### config.mk
export PLATFORM = sky130hd
export DESIGN_NAME = regfile_write_port
export DESIGN_NICKNAME = d
export VERILOG_FILES = /design/src/rtl/regfile_pkg.sv /design/src/rtl/regfile_write_port_decoder5to32.sv /design/src/rtl/regfile_write_port.sv
export SDC_FILE = /design/constraint.sdc
export NUM_CORES = 1
export LEC_CHECK = 0
export CAP_MARGIN = 25
export CORE_AREA = 10 10 411 413
export CTS_BUF_LIST = sky130_fd_sc_hd__clkbuf_8
export DETAILED_ROUTE_END_ITERATION = 8
export DIE_AREA = 0 0 421 423
export PLACE_DENSITY_LB_ADDON = 0.05
export SLEW_MARGIN = 40
export SYNTH_ARGS = -nofsm -noshare
export SYNTH_HDL_FRONTEND = slang
export SYNTH_SLANG_ARGS = --single-unit
### constraint.sdc
create_clock -name clk -period 5 [get_ports clk]
set_clock_uncertainty 0.15 [all_clocks]
set_input_delay 1 -clock clk [delete_from_list [all_inputs] [get_ports clk]]
set_output_delay 1 -clock clk [all_outputs]
set_load 0.05 [all_outputs]
### src/rtl/regfile_pkg.sv
// ----------------------------------------------------------------------------
// regfile_pkg
// Shared constants and types for the register-file write side.
//   DATA_W_DEF / ADDR_W_DEF : default word and address widths
//   NUM_REGS                : number of architectural registers
//   reg_word_t / reg_addr_t : default-width word and index types
//   wp_state_t              : write-port sequencer states
// ----------------------------------------------------------------------------
package regfile_pkg;

    localparam int DATA_W_DEF = 32;
    localparam int ADDR_W_DEF = 5;
    localparam int NUM_REGS   = 2 ** ADDR_W_DEF;

    typedef logic [DATA_W_DEF-1:0] reg_word_t;
    typedef logic [ADDR_W_DEF-1:0] reg_addr_t;

    typedef enum logic {
        IDLE  = 1'b0,
        CLEAR = 1'b1
    } wp_state_t;

endpackage

### src/rtl/regfile_write_port_decoder5to32.sv
// ----------------------------------------------------------------------------
// decoder5to32
// Binary index to one-hot enable decoder for the register file.
//   addr_i   : register index
//   en_i     : global enable; all outputs low when deasserted
//   onehot_o : one bit per register, bit addr_i set when en_i is high
// ----------------------------------------------------------------------------
module decoder5to32
    import regfile_pkg::*;
#(
    parameter int ADDR_W = ADDR_W_DEF
) (
    input  logic [ADDR_W-1:0]      addr_i,
    input  logic                   en_i,
    output logic [2**ADDR_W-1:0]   onehot_o
);

    for (genvar gi = 0; gi < 2 ** ADDR_W; gi++) begin : g_dec
        assign onehot_o[gi] = en_i && (addr_i == ADDR_W'(gi));
    end

endmodule

### src/rtl/regfile_write_port.sv
// ----------------------------------------------------------------------------
// regfile_write_port
// Write side of the register file: storage, valid/ready write port with a
// one-stage commit pipeline, and a sequenced bulk clear of registers 1..N-1.
// Register 0 reads as zero and is never written.
//
// Ports:
//   clk, rst_n        : clock, asynchronous active-low reset
//   wr_valid/wr_ready : write handshake; transfer when both high at a rising edge
//   wr_addr, wr_data  : destination index and data
//   clr_req           : level request to start a bulk clear (sampled in IDLE)
//   clr_busy          : bulk clear sweep in progress
//   clr_done          : one-cycle pulse after the last register is cleared
//   regs_out          : flat register bus, entry i = register i
//
// Build option:
//   REGFILE_WRITE_BYPASS_EN - when defined, a pending (accepted but not yet
//   committed) write is forwarded onto regs_out one cycle before it lands in
//   storage.
// ----------------------------------------------------------------------------
module regfile_write_port
    import regfile_pkg::*;
#(
    parameter int DATA_W = DATA_W_DEF,
    parameter int ADDR_W = ADDR_W_DEF
) (
    input  logic                                 clk,
    input  logic                                 rst_n,
    input  logic                                 wr_valid,
    output logic                                 wr_ready,
    input  logic [ADDR_W-1:0]                    wr_addr,
    input  logic [DATA_W-1:0]                    wr_data,
    input  logic                                 clr_req,
    output logic                                 clr_busy,
    output logic                                 clr_done,
    output logic [2**ADDR_W-1:0][DATA_W-1:0]     regs_out
);

    localparam int NREG = 2 ** ADDR_W;
    localparam logic [ADDR_W-1:0] LAST_IDX = ADDR_W'(NREG - 1);

    wp_state_t          state_q;
    logic [ADDR_W-1:0]  cnt_q;
    logic               clr_done_q;

    logic               pend_valid_q;
    logic [ADDR_W-1:0]  pend_addr_q;
    logic [DATA_W-1:0]  pend_data_q;

    logic               accept;
    logic [ADDR_W-1:0]  dec_addr;
    logic               dec_en;
    logic [DATA_W-1:0]  commit_data;
    logic [NREG-1:0]    wr_en;
    logic               unused_en0;

    // clr_req blocks acceptance in the same cycle so a clear never races a write
    assign wr_ready = (state_q == IDLE) && !clr_req;
    assign accept   = wr_valid && wr_ready;
    assign clr_busy = (state_q == CLEAR);
    assign clr_done = clr_done_q;

    // Pending stage: holds the most recent accept for exactly one cycle
    always_ff @(posedge clk or negedge rst_n) begin
        if (!rst_n) begin
            pend_valid_q <= 1'b0;
            pend_addr_q  <= '0;
            pend_data_q  <= '0;
        end else begin
            pend_valid_q <= accept;
            if (accept) begin
                pend_addr_q <= wr_addr;
                pend_data_q <= wr_data;
            end
        end
    end

    // Clear sequencer. The counter starts at 1 because register 0 needs no clearing;
    // the terminal compare at the top index means the counter never wraps.
    always_ff @(posedge clk or negedge rst_n) begin
        if (!rst_n) begin
            state_q    <= IDLE;
            cnt_q      <= '0;
            clr_done_q <= 1'b0;
        end else begin
            clr_done_q <= 1'b0;
            case (state_q)
                IDLE: begin
                    if (clr_req) begin
                        state_q <= CLEAR;
                        cnt_q   <= ADDR_W'(1);
                    end
                end
                CLEAR: begin
                    if (cnt_q == LAST_IDX) begin
                        state_q    <= IDLE;
                        clr_done_q <= 1'b1;
                    end else begin
                        cnt_q <= cnt_q + ADDR_W'(1);
                    end
                end
                default: state_q <= IDLE;
            endcase
        end
    end

    // One shared decoder: the sweep owns it in CLEAR, the pending write in IDLE.
    // No write can be pending while in CLEAR because wr_ready was low on entry.
    assign dec_addr    = (state_q == CLEAR) ? cnt_q : pend_addr_q;
    assign dec_en      = (state_q == CLEAR) || pend_valid_q;
    assign commit_data = (state_q == CLEAR) ? '0 : pend_data_q;

    decoder5to32 #(
        .ADDR_W   (ADDR_W)
    ) u_dec (
        .addr_i   (dec_addr),
        .en_i     (dec_en),
        .onehot_o (wr_en)
    );

    // Register 0 has no storage; its enable is deliberately dropped
    assign unused_en0 = wr_en[0];
    assign regs_out[0] = '0;

    for (genvar gi = 1; gi < NREG; gi++) begin : g_reg
        logic [DATA_W-1:0] word_q;

        always_ff @(posedge clk or negedge rst_n) begin
            if (!rst_n) begin
                word_q <= '0;
            end else if (wr_en[gi]) begin
                word_q <= commit_data;
            end
        end

`ifdef REGFILE_WRITE_BYPASS_EN
        assign regs_out[gi] = (pend_valid_q && (pend_addr_q == ADDR_W'(gi))) ? pend_data_q : word_q;
`else
        assign regs_out[gi] = word_q;
`endif
    end

endmodule

### Word-level counts from Yosys, hierarchy flattened

Cells that the tools add are included.

* div/mod/pow operators: 0
* add/subtract/negate cells: 1
* multiplexer cells: 10
* multiply operators: 0
* magnitude comparators: 0
* reductions and logical operators: 36
* shift operators: 0
* equality and inequality tests: 34
* bitwise gates (word level): 1

Operators with widths (count)
* 5-bit == test, second input constant: 17
* 5-bit by 4-bit == test with 1-bit output, second input constant: 8
* 1-bit logical AND: 33
* 32-bit two-way mux: 1
* 5-bit by 3-bit == test with 1-bit output, second input constant: 4
* 5-bit two-way mux: 3
* 5-bit by 2-bit == test with 1-bit output, second input constant: 2
* 5-bit one-hot mux with 2 select lines: 1
* 5-bit by 1-bit adder with 5-bit output, second input constant: 1
* 5-bit by 1-bit == test with 1-bit output, second input constant: 1
* 1-bit two-way mux: 4
* 2-bit inequality test, second input constant: 2
* 1-bit one-hot mux with 2 select lines: 1
* 2-bit AND reduction: 1
* 1-bit zero test: 1
* 1-bit logical OR: 1
* 1-bit NOT: 1

* register bits after elaboration: 1037
* memories: 0
* latch bits: 0
* output and inout bits: 1027
* memory bits (read-only): 0
* RAM bits: 0

### Longest topological paths before layout

* word-level depth: 3
* depth in mapped cells: 7
* mapped depth without buffers: 6

### Modules after synthesis

A second synthesis with hierarchy kept.

* cells, all modules: 2437
* area, all modules: 39636.8 um^2

Modules (own cells, without submodules)
* regfile_write_port: cells an instance 2390, times used 1, sequential area each 25949.9 um^2, area each 39402.8 um^2
* decoder5to32: cells an instance 47, times used 1, sequential area each 0.0 um^2, area each 234.0 um^2

### Worst setup path after synthesis

Ideal clock, no wire load.

* kind: in2reg
* start point: input clr_req
* end point: register pend_addr_q[4]
* path buffers: 2
* stages: 5
* required time: 4.725 ns
* path slack: 1.728 ns
* data arrival time: 2.998 ns
* path through: nor2_1 > and2_1 > clkbuf_1 > buf_2 > mux2_2

* longest elaborated chain between the ends: 3

Ends and longest elaborated chain
* start: declaration: line regfile_write_port.sv:33 `input logic clr_req,`
* 1-bit zero test: line regfile_write_port.sv:58 `assign wr_ready = (state_q == IDLE) && !clr_req;`
* 1-bit logical AND: line regfile_write_port.sv:58
* 1-bit logical AND: line regfile_write_port.sv:59 `assign accept = wr_valid && wr_ready;`
* end signal: assignment: line regfile_write_port.sv:72 `pend_addr_q <= wr_addr;`
* end: declaration: line regfile_write_port.sv:47 `logic [ADDR_W-1:0] pend_addr_q;`

Every way passes these cells.
A chain may end at the register's enable or synchronous reset.

### Final worst setup path

* start point: register state_q, in the netlist clr_busy
* end point: output wr_ready

* longest elaborated chain between the ends: 2

Ends and longest elaborated chain
* start: declaration: line regfile_write_port.sv:42 `wp_state_t state_q;`
* start signal: assignment: line regfile_write_port.sv:82 `state_q <= IDLE;`
* start signal: assignment: line regfile_write_port.sv:90 `state_q <= CLEAR;`
* start signal: assignment: line regfile_write_port.sv:96 `state_q <= IDLE;`
* 1-bit NOT: line regfile_write_port.sv:58
* 1-bit logical AND: line regfile_write_port.sv:58
* end: declaration: line regfile_write_port.sv:30 `output logic wr_ready,`

Every way passes these cells.

==> summary.md <==
### Yosys
* **dominant cells by area after synthesis** dfrtp_1 (65%), mux2_2 (23%), mux2_4 (4.9%)
* **share of cell area taken by muxes after synthesis** 0.301
* **Mapped Cells** 2418
* **register bit total from synthesis** 1037
* **count of warnings emitted by yosys** 0
* **count of cell types in the netlist** 32
* **fraction of post-synthesis cell area in the top cell type by area** 0.646
* **share of synthesized cell area in and, or, nand and nor gates** 0.00987
* **cell accounting for the most synthesized area** dfrtp_1
* **area fraction in compound gates after synthesis** 0.00878
* **average cell area after synthesis** 16.6 um2
* **dominant combinational cell family by area after synthesis** multiplexers
* **post-synthesis share of cell area spent on full adders, half adders and majority gates** 0.000623
* **XOR/XNOR Fraction of Synth Area** 0.000436
* **share of synthesized area occupied by flip-flops and latches** 0.646
* **area of the mapped netlist** 40200 um2

### Die
* **Die X-Extent** 421 um
* **starting density of the core** 0.251
* **number of rows in the core area** 147
* **height of the chip** 423 um
* **standard cell core area** 160000 um2
* **Top Ports** 1068
* **Die Outline Area** 178000 um2

### Global route
* **maximum number of pins on one net before global-route repair** 120
* **total gr overflow** 0
* **vias in the first global route** 28037
* **Overall Global Routing Usage** 0.196
* **antenna violations before repair** 32
* **wire length of the first global-routing pass** 247000 um

### Drt
* **final antenna-violating net count** 0
* **number of vias after detailed routing** 25840
* **DRT Pass-1 Iters** 9
* **count of routing violations after the opening detailed-route iteration** 1578
* **vias per cell** 4.39
* **final wirelength** 181000 um
* **number of design rule violations left after detail routing** 7
* **per-cell routed wire length** 30.7 um

### Timing
* **Max-slew headroom** 0.409
* **final setup violation count** 0
* **Worst Slack Setup Final** 0.825 ns
* **Final Hold Viols** 0
* **share of the cycle needed by the critical path after routing** 0.835
* **final worst path period need** 4.17 ns
* **worst-margin pin slew** 0.882 ns
* **Slew Limit Fails** 0
* **highest clock frequency the design can meet** 240 MHz
* **final sum of negative setup slack** 0 ns
* **unrepaired setup endpoints after global routing** false

### Power and ir drop
* **worst vdd ir** 0.000228 V
* **PD cells** 441 nW/um2
* **Pleak** 26.9 nW

### Place
* **routability cong.** 0.777
* **Post-DP HPWL** 130000 um
* **IO buf count** 1035
* **Post-Place Setup Slack** 1.15 ns

### Layout
* **net count reported at finish** 3608
* **share of cells above drive strength 1** 0.377
* **synth-to-layout area growth** 42.6%

### Run status
* **run status** finished with violations
* **violated checks** DRC

### Hold path
* **worst min path class** register to register
* **worst hold path stage count** 1

### Setup path
* **path depth of the worst reg2reg path** 6
* **required time at the worst-slack endpoint** 3.85 ns
* **Arr. time, crit path** 3.02 ns
* **worst-path fanout max** 46
* **crit end category** output port
* **type of the worst setup path** register to output port
* **startpoint kind of the worst setup timing path** register

### CTS
* **clock transition at the register clock pins on the worst setup and hold paths after CTS** 0.06 ns
* **CTS tree** done
* **post-CTS setup-driven buffer insertion count** 0
* **maximum count of clock buffers along a single path** 3
* **H-tree depth** 4
* **hold bufs inserted after CTS** 1
* **total CTS buffers** 194
* **later-pin clock latency in the skew report** 0.91 ns
* **quantity of gates resized following cts** 0
* **clk sinks** 1037
* **library cell used as clock root buffer** clkbuf_8

### Run
* **Maximum Capacitance Violations** 0

-- cell usage in the layout, fill, tap and decap left out, types with 3 or more instances in the layout --
cell	Yosys	layout
a222oi_1	31	31
a22o_1	3	3
buf_12	0	8
buf_16	0	5
buf_4	32	107
buf_8	0	4
clkbuf_2	1	3
clkbuf_8	0	254
clkdlybuf4s50_1	0	1034
clkinv_2	0	7
clkinvlp_4	0	4
conb_1	1	32
dfrtp_1	1037	1036
diode_2	0	8
inv_1	1	68
inv_6	0	3
inv_8	0	5
mux2_1	72	72
mux2_2	829	829
mux2_4	130	130
nand3b_1	7	7
nor2b_2	0	24
nor2b_4	0	8
or3b_1	5	5
-- state kept, by name (all words and copies together) (netlist names) --
name and count:
g.word_q 992, pend_addr_q 5, cnt_q 5, clr_busy 1, clr_done 1, pend_valid_q 1
pend_data_q 32
-- synthesized netlist by cell type --
master    count
buf_6        29
o22ai_1       1
mux2_2      829
or3_1         2
clkbuf_1    111
a22o_1        3
inv_1         1
dfrtp_1    1037
nand3b_1      7
mux2_4      130
xnor2_1       1
buf_2        70
nor3_1        1
mux2_1       72
nand3_1       2
nand4b_1      1
and3_1        1
nand2b_1      2
or3b_2        2
nor2_1        2
or3b_1        5
buf_1         3
a222oi_1     31
xor2_1        1
ha_1          2
clkbuf_2      1
a21oi_1       2
nor2b_1      32
buf_4        32
nand2_1       2
and2_1        2
conb_1        1
-- area by class of cell --
cell class                      count  area [um2]
Antenna cell                        8        20.0
Clock buffer                      254        3500
Clock inverter                     89         462
Fill cell                       15402      103000
Inverter                            1        3.75
Multi-Input combinational cell   1165       13100
Sequential cell                  1037       26000
Tap cell                         2160        2700
Timing Repair Buffer             1166       11600
-- power breakdown --
part | switching [W] | internal, W
clock network | 0.00378 | 0.00458
registers | 0.000540 | 0.00921
logic | 0.00478 | 0.00241
total | 0.00910 | 0.0162
-- critical path: stages, from the launching register on --
cell and delay (ns):
dfrtp_4 0.77, nor2_1 0.29, buf_4 0.22, clkdlybuf4s50_1 0.84
-- metrics by stage --
stage | hold slack (ns) | instances | total power [W] | instance area [um2] | utilization
after global routing | 0.348 | 5879 | 0.0264 | 57300 | 0.358
after detailed placement | 0.325 | 5524 | 0.0172 | 53300 | 0.333
final | 0.333 | 5880 | 0.0253 | 57300 | 0.358
after CTS | 0.337 | 5868 | 0.0258 | 57300 | 0.357
after floorplan | 0.323 | 2449 | 0.0142 | 40300 | -
after global placement | 0.320 | 5513 | 0.0171 | 53100 | 0.331
-- logic make-up (layout without fill, tap and decap cells) --
group                    after synthesis  in the layout
AO/OA/AOI/OAI                         37             37
adder cells (fa/ha/maj)                2              2
multiplexers                        1031           1031
other                                  1             40
flip-flops                          1037           1037
AND/OR/NAND/NOR                       61             61
XOR/XNOR                               2              2
buffers and inverters                247           1510
-- metal layers --
metal / GRT usage / vias up / routed length [um] / share of wire
met1: 0.210 / 13788 / 66300 / 0.37
li1: - / 10774 / - / -
met4: 0.0818 / 16 / 7950 / 0.044
met5: 0 / - / 89 / 0.00049
met2: 0.353 / 956 / 93900 / 0.52
met3: 0.0650 / 306 / 12500 / 0.069
-- worst paths after layout --
path / start / end / slack, ns
worst min-delay path: g_reg[24].word_q[6] / g_reg[24].word_q[6] / 0.33
worst max register to register: clr_busy / g_reg[28].word_q[31] / 1.12
worst max-delay path: clr_busy / wr_ready / 0.83
max in group asynchronous: rst_n / g_reg[29].word_q[15] / 2.84
min in group asynchronous: rst_n / g_reg[19].word_q[13] / 0.42
worst min register to register: g_reg[24].word_q[6] / g_reg[24].word_q[6] / 0.33
Note: power is estimated with default switching activity, not from simulation.
